==> config.mk <==
export PLATFORM = sky130hd
export DESIGN_NAME = fetch_buffer_flat
export DESIGN_NICKNAME = d
export VERILOG_FILES = /design/src/rtl/fetch_buffer_if.sv /design/src/rtl/fetch_buffer.sv /design/src/flat_wrapper.sv
export SDC_FILE = /design/constraint.sdc
export NUM_CORES = 1
export LEC_CHECK = 0
export ABC_AREA = 1
export BUFFER_PORTS_ARGS = -buffer_cell sky130_fd_sc_hd__buf_4
export CAP_MARGIN = 20
export CELL_PAD_IN_SITES_DETAIL_PLACEMENT = 0
export CELL_PAD_IN_SITES_GLOBAL_PLACEMENT = 1
export CORE_MARGIN = 5
export CORE_UTILIZATION = 53
export CTS_CLUSTER_DIAMETER = 30
export DETAILED_ROUTE_END_ITERATION = 10
export PLACE_DENSITY = 0.82
export REMOVE_ABC_BUFFERS = 1
export SLEW_MARGIN = 20
export SYNTH_ARGS = -nofsm -noshare
export SYNTH_HDL_FRONTEND = slang
export SYNTH_SLANG_ARGS = --single-unit
==> constraint.sdc <==
create_clock -name i_clk -period 7.8 [get_ports i_clk]
set_input_delay 0.78 -clock i_clk [delete_from_list [all_inputs] [get_ports i_clk]]
set_output_delay 0.78 -clock i_clk [all_outputs]
set_load 0.03 [all_outputs]
==> src/rtl/fetch_buffer_if.sv <==
// Fetch-to-decode handshake bundle for the instruction fetch buffer.
// The master side is the fetch/branch/decode environment; the slave side is the buffer.
interface fetch_buffer_if #(
    parameter int DEPTH = 8
);
    localparam int CW = $clog2(DEPTH) + 1;

    logic          i_kill;
    logic          i_wr_en;
    logic [31:0]   i_wr_instr;
    logic [31:0]   i_wr_pc;
    logic          i_stall;
    logic          o_full;
    logic          o_empty;
    logic [CW-1:0] o_count;
    logic [31:0]   o_instr;
    logic [31:0]   o_pc;
    logic          o_imask;
    logic          o_en;

    modport master (
        output i_kill, i_wr_en, i_wr_instr, i_wr_pc, i_stall,
        input  o_full, o_empty, o_count, o_instr, o_pc, o_imask, o_en
    );

    modport slave (
        input  i_kill, i_wr_en, i_wr_instr, i_wr_pc, i_stall,
        output o_full, o_empty, o_count, o_instr, o_pc, o_imask, o_en
    );
endinterface

==> src/rtl/fetch_buffer.sv <==
// Circular first-word-fall-through instruction buffer between fetch and decode.
// Kill flushes pointers and count; storage is never cleared.
module fetch_buffer #(
    parameter int          DEPTH = 8,
    parameter logic [31:0] NOP   = 32'h00000013
) (
    input  logic          i_clk,
    input  logic          i_rst,
    fetch_buffer_if.slave fb
);
    localparam int AW = $clog2(DEPTH);
    localparam int CW = AW + 1;

    logic [31:0]   instr_mem_q [DEPTH];
    logic [31:0]   pc_mem_q    [DEPTH];

    logic [AW-1:0] rd_ptr_q, rd_ptr_d;
    logic [AW-1:0] wr_ptr_q, wr_ptr_d;
    logic [CW-1:0] count_q,  count_d;

    logic          empty;
    logic          full;
    logic          push;
    logic          pop;

    // Status comes only from the registered count, never from this cycle's strobes.
    assign empty = (count_q == '0);
    assign full  = (count_q == CW'(DEPTH));

    assign pop  = !empty && !fb.i_stall && !fb.i_kill;
    assign push = fb.i_wr_en && !full && !fb.i_kill;

    assign fb.o_empty = empty;
    assign fb.o_full  = full;
    assign fb.o_count = count_q;
    assign fb.o_imask = !empty;
    assign fb.o_en    = pop;
    assign fb.o_instr = empty ? NOP   : instr_mem_q[rd_ptr_q];
    assign fb.o_pc    = empty ? '0    : pc_mem_q[rd_ptr_q];

    always_comb begin
        rd_ptr_d = rd_ptr_q;
        wr_ptr_d = wr_ptr_q;
        count_d  = count_q;
        if (fb.i_kill) begin
            rd_ptr_d = '0;
            wr_ptr_d = '0;
            count_d  = '0;
        end else begin
            if (push) wr_ptr_d = wr_ptr_q + AW'(1);
            if (pop)  rd_ptr_d = rd_ptr_q + AW'(1);
            unique case ({push, pop})
                2'b10:   count_d = count_q + CW'(1);
                2'b01:   count_d = count_q - CW'(1);
                default: count_d = count_q;
            endcase
        end
    end

    always_ff @(posedge i_clk) begin
        if (i_rst) begin
            rd_ptr_q <= '0;
            wr_ptr_q <= '0;
            count_q  <= '0;
        end else begin
            rd_ptr_q <= rd_ptr_d;
            wr_ptr_q <= wr_ptr_d;
            count_q  <= count_d;
        end
    end

    // Entry payload has no reset; a stale slot is unreachable once the pointers clear.
    always_ff @(posedge i_clk) begin
        if (push) begin
            instr_mem_q[wr_ptr_q] <= fb.i_wr_instr;
            pc_mem_q[wr_ptr_q]    <= fb.i_wr_pc;
        end
    end
endmodule

==> src/flat_wrapper.sv <==
// flat-port wrapper written by rule: the top's interface ports become plain ports
module fetch_buffer_flat 
#(
    parameter int          DEPTH = 8,
    parameter logic [31:0] NOP   = 32'h00000013
)
  (i_clk, i_rst, fb_i_kill, fb_i_wr_en, fb_i_wr_instr, fb_i_wr_pc, fb_i_stall, fb_o_full, fb_o_empty, fb_o_count, fb_o_instr, fb_o_pc, fb_o_imask, fb_o_en);
  fetch_buffer_if #(.DEPTH(DEPTH)) fb_i ();
  input  logic i_clk;
  input  logic i_rst;
  input wire logic [$bits(fb_i.i_kill)-1:0] fb_i_kill;
  input wire logic [$bits(fb_i.i_wr_en)-1:0] fb_i_wr_en;
  input wire logic [$bits(fb_i.i_wr_instr)-1:0] fb_i_wr_instr;
  input wire logic [$bits(fb_i.i_wr_pc)-1:0] fb_i_wr_pc;
  input wire logic [$bits(fb_i.i_stall)-1:0] fb_i_stall;
  output wire logic [$bits(fb_i.o_full)-1:0] fb_o_full;
  output wire logic [$bits(fb_i.o_empty)-1:0] fb_o_empty;
  output wire logic [$bits(fb_i.o_count)-1:0] fb_o_count;
  output wire logic [$bits(fb_i.o_instr)-1:0] fb_o_instr;
  output wire logic [$bits(fb_i.o_pc)-1:0] fb_o_pc;
  output wire logic [$bits(fb_i.o_imask)-1:0] fb_o_imask;
  output wire logic [$bits(fb_i.o_en)-1:0] fb_o_en;
  assign fb_i.i_kill = fb_i_kill;
  assign fb_i.i_wr_en = fb_i_wr_en;
  assign fb_i.i_wr_instr = fb_i_wr_instr;
  assign fb_i.i_wr_pc = fb_i_wr_pc;
  assign fb_i.i_stall = fb_i_stall;
  assign fb_o_full = fb_i.o_full;
  assign fb_o_empty = fb_i.o_empty;
  assign fb_o_count = fb_i.o_count;
  assign fb_o_instr = fb_i.o_instr;
  assign fb_o_pc = fb_i.o_pc;
  assign fb_o_imask = fb_i.o_imask;
  assign fb_o_en = fb_i.o_en;
  fetch_buffer #(.DEPTH(DEPTH), .NOP(NOP)) u_core (.i_clk(i_clk), .i_rst(i_rst), .fb(fb_i));
endmodule
==> impl_metrics.env <==
export IMPL_synth_fa_ha_area_share_pct=0.302
export IMPL_clk_pin_slew_ns=0.05
export IMPL_gp_congestion=0.728
export IMPL_grt_overflow=0
export IMPL_critPathKind="reg2out"
export IMPL_cts_root_buffer="clkbuf_16"
export IMPL_synthTopCellsByCount="edfxtp_1 (512), nor2_1 (445), o21ai_0 (214), nand2_1 (106)"
export IMPL_htree_levels=3
export IMPL_arrival_ns=4.28
export IMPL_p_leak_nw=9.02
export IMPL_cp_endpoint="fb_o_instr[31]"
export IMPL_fillers=2746
export IMPL_cp_end_kind="output port"
export IMPL_internal_power_w=0.00608
export IMPL_power_density_nw_per_um2=305
export IMPL_die_x_um=208
export IMPL_grt_max_degree=140
export IMPL_r2r_end="u_core.instr_mem_q[4][9]$_DFFE_PP_"
export IMPL_cts_buffer_depth=3
export IMPL_power_switching_w=0.00175
export IMPL_via_per_inst=5.57
export IMPL_grt_pass1_wl_um=75000
export IMPL_synth_seq_cells=525
export IMPL_antenna_found_initial=3
export IMPL_wirelength_um=48300
export IMPL_pwr_share_comb_pct=4.5
export IMPL_drv_slew=0
export IMPL_port_buffers=140
export IMPL_chipHeight_um=208
export IMPL_dieArea_um2=43100
export IMPL_synthXorXnorAreaFrac_pct=0.211
export IMPL_synth_compound_area_share_pct=10.3
export IMPL_dp_hpwl_um=22900
export IMPL_cts_tree="done"
export IMPL_cts_resized_gates=0
export IMPL_clock_latency_ns=0.63
export IMPL_fmax_mhz=198
export IMPL_regArea_um2=15600
export IMPL_finalNetCount=1855
export IMPL_drive_above_1_share_pct=18.6
export IMPL_cts_sinks=525
export IMPL_pin_count=141
export IMPL_maxSlewHeadroom_pct=23.4
export IMPL_place_area_um2=22100
export IMPL_first_iter_violations=977
export IMPL_post_cts_buffers=0
export IMPL_ir_worst_vdd_v=0.000210
export IMPL_synth_area_leaders="edfxtp_1 (74%), nor2_1 (8.1%), o21ai_0 (5.2%)"
export IMPL_yosys_warnings=0
export IMPL_synth_most_common_cell="edfxtp_1"
export IMPL_area_growth_syn_to_layout_pct=23.8
export IMPL_period_needed_ns=5.06
export IMPL_worstPathMaxFanout=105
export IMPL_ys_async_sr_fraction_pct=0
export IMPL_tightestPinTransition_ns=1.15
export IMPL_status="completed"
export IMPL_core_area_um2=38600
export IMPL_synth_mux_area_share_pct=0
export IMPL_r2r_start="u_core.fb.o_count[0]$_SDFFE_PP0P_"
export IMPL_place_inst=2195
export IMPL_p_clk_share_pct=55.5
export IMPL_yosysTopAreaCell="edfxtp_1"
export IMPL_grt_pass1_vias=13593
export IMPL_synth_top_family_by_area="simple AND/OR/NAND/NOR gates"
export IMPL_finalCritPeriodShare_pct=64.9
export IMPL_vias=13285
export IMPL_multi_input_comb_area_um2=4520
export IMPL_final_cells=2386
export IMPL_rsz0062_at_grt="false"
export IMPL_drt_pre_antenna_iters=5
export IMPL_syn_instance_count=1621
export IMPL_rr_worst_depth=7
export IMPL_maxCapViolations=0
export IMPL_start_util_pct=53.6
export IMPL_setup_viol=0
export IMPL_skew_ns=0.0236
export IMPL_netlist_area_um2=20700
export IMPL_remaining_drc_errors=0
export IMPL_hold_viol_final=0
export IMPL_ys_types=24
export IMPL_ant_nets=0
export IMPL_synth_ff_type="edfxtp_1"
export IMPL_postCtsHoldBufs=0
export IMPL_numCtsBuffers=102
export IMPL_post_synth_top_area_fraction_pct=74.2
export IMPL_syn_avg_cell_area_um2=12.8
export IMPL_reg2reg_slack_ns=4.64
export IMPL_p_seq_share_pct=40.1
export IMPL_crit_required_ns=7.02
export IMPL_diodes=0
export IMPL_synth_simple_area_share_pct=10.7
export IMPL_seq_area_frac_synth_pct=75.5
export IMPL_cp_start_kind="register"
export IMPL_routed_wire_length_per_instance_um=20.2
export IMPL_synth_edf_count=512
export IMPL_switching_share_pct=22.4
export IMPL_grtUsageTotal_pct=22.0
export IMPL_finalInstanceArea_um2=25600
export IMPL_rows=72
export IMPL_hp_class="in2reg"
## placed cells by master, fill, tap and decap left out
cell type,n
edfxtp_1,512
nor2_1,437
o21ai_0,214
buf_4,160
nand2_1,106
clkbuf_16,102
o22ai_1,61
o211ai_1,61
o21ai_1,35
nand3_1,26
inv_1,20
clkinv_2,15
clkinv_4,14
inv_6,12
clkinvlp_4,12
bufinv_16,12
clkbuf_1,10
dfxtp_1,10
a21oi_1,9
clkinv_1,9
nor2_4,8
ha_1,5
xor2_1,3
dfxtp_4,3
inv_16,3
xnor2_1,2
clkinv_16,2
nand3_4,1
nor3_1,1
clkinv_8,1
clkbuf_8,1
buf_16,1
## area by class of cell
class | instances | area share [%]
multi-input combinational | 969 | 17.6
clock inverter | 78 | 3.55
tap | 518 | 2.53
inverter | 22 | 0.346
timing repair buffer | 161 | 4.79
clock buffer | 113 | 10.2
sequential | 525 | 61.0
## power by group through the flow
stage	combinational (W)	sequential [W]	clock [W]
floorplan	0.000183	0.00320	0
global placement	0.000344	0.00319	0
detailed placement	0.000350	0.00319	0
CTS	0.000352	0.00314	0.00439
global route	0.000380	0.00314	0.00455
finish	0.000349	0.00314	0.00434
## flip-flops by register name (all words and copies together), names as in the netlist, named ones only
register            cells
u_core.fb.o_count       4
u_core.instr_mem_q    256
u_core.wr_ptr_q         3
u_core.pc_mem_q       256
u_core.rd_ptr_q         3
## worst min path at each step
stage,cells after the start,start,slack (ns),to
after global routing,1,fb_i_wr_pc[23],0.37,u_core.pc_mem_q[6][23]$_DFFE_PP_
after detailed placement,2,u_core.rd_ptr_q[1]$_SDFFE_PP0P_,0.49,register
after floorplan,2,u_core.rd_ptr_q[0]$_SDFFE_PP0P_,0.47,register
after global placement,2,u_core.rd_ptr_q[0]$_SDFFE_PP0P_,0.48,u_core.rd_ptr_q[0]$_SDFFE_PP0P_
final,1,fb_i_wr_pc[31],0.38,u_core.pc_mem_q[1][31]$_DFFE_PP_
after CTS,1,fb_i_wr_instr[14],0.35,u_core.instr_mem_q[1][14]$_DFFE_PP_
## stage by stage
| stage | hold slack, ns | setup slack, ns | utilization (%) | setup TNS, ns | power (W) |
|---|---|---|---|---|---|
| 2_1_floorplan | 0.466 | -1.21 | - | -75.92 | 0.00338 |
| 3_3_place_gp | 0.480 | 3.42 | 57.2 | 0 | 0.00353 |
| 3_5_place_dp | 0.493 | 3.42 | 57.3 | 0 | 0.00354 |
| 4_1_cts | 0.354 | 2.76 | 66.4 | 0 | 0.00789 |
| 5_1_grt | 0.366 | 2.41 | 66.4 | 0 | 0.00807 |
| 6_report | 0.381 | 2.74 | 66.4 | 0 | 0.00783 |
## routing by layer
| metal | routed length [um] | global-route usage (%) | up-vias |
|---|---|---|---|
| li1 | - | - | 6219 |
| met1 | 20300 | 29.5 | 6494 |
| met2 | 23400 | 36.4 | 474 |
| met3 | 3390 | 4.76 | 92 |
| met4 | 1120 | 7.32 | 6 |
| met5 | 53 | 0 | - |
## cell families after synthesis
group                      after synthesis
buffers and inverters                  127
AOI/OAI and AO/OA                      380
and+or+nand+nor                        579
adders and majority gates                5
xor gates and xnor gates                 5
DFF                                    525
## worst max-delay path, cell delays in order, from the launching register on
cell and delay [ns]:
dfxtp_4 0.69, buf_4 0.89, buf_4 0.93, nor2_1 0.12, nor2_1 0.11, o21ai_0 0.09
o211ai_1 0.12, nand2_1 0.07, nor2_1 0.26, buf_4 0.22
(Power assumes the default switching activity.)
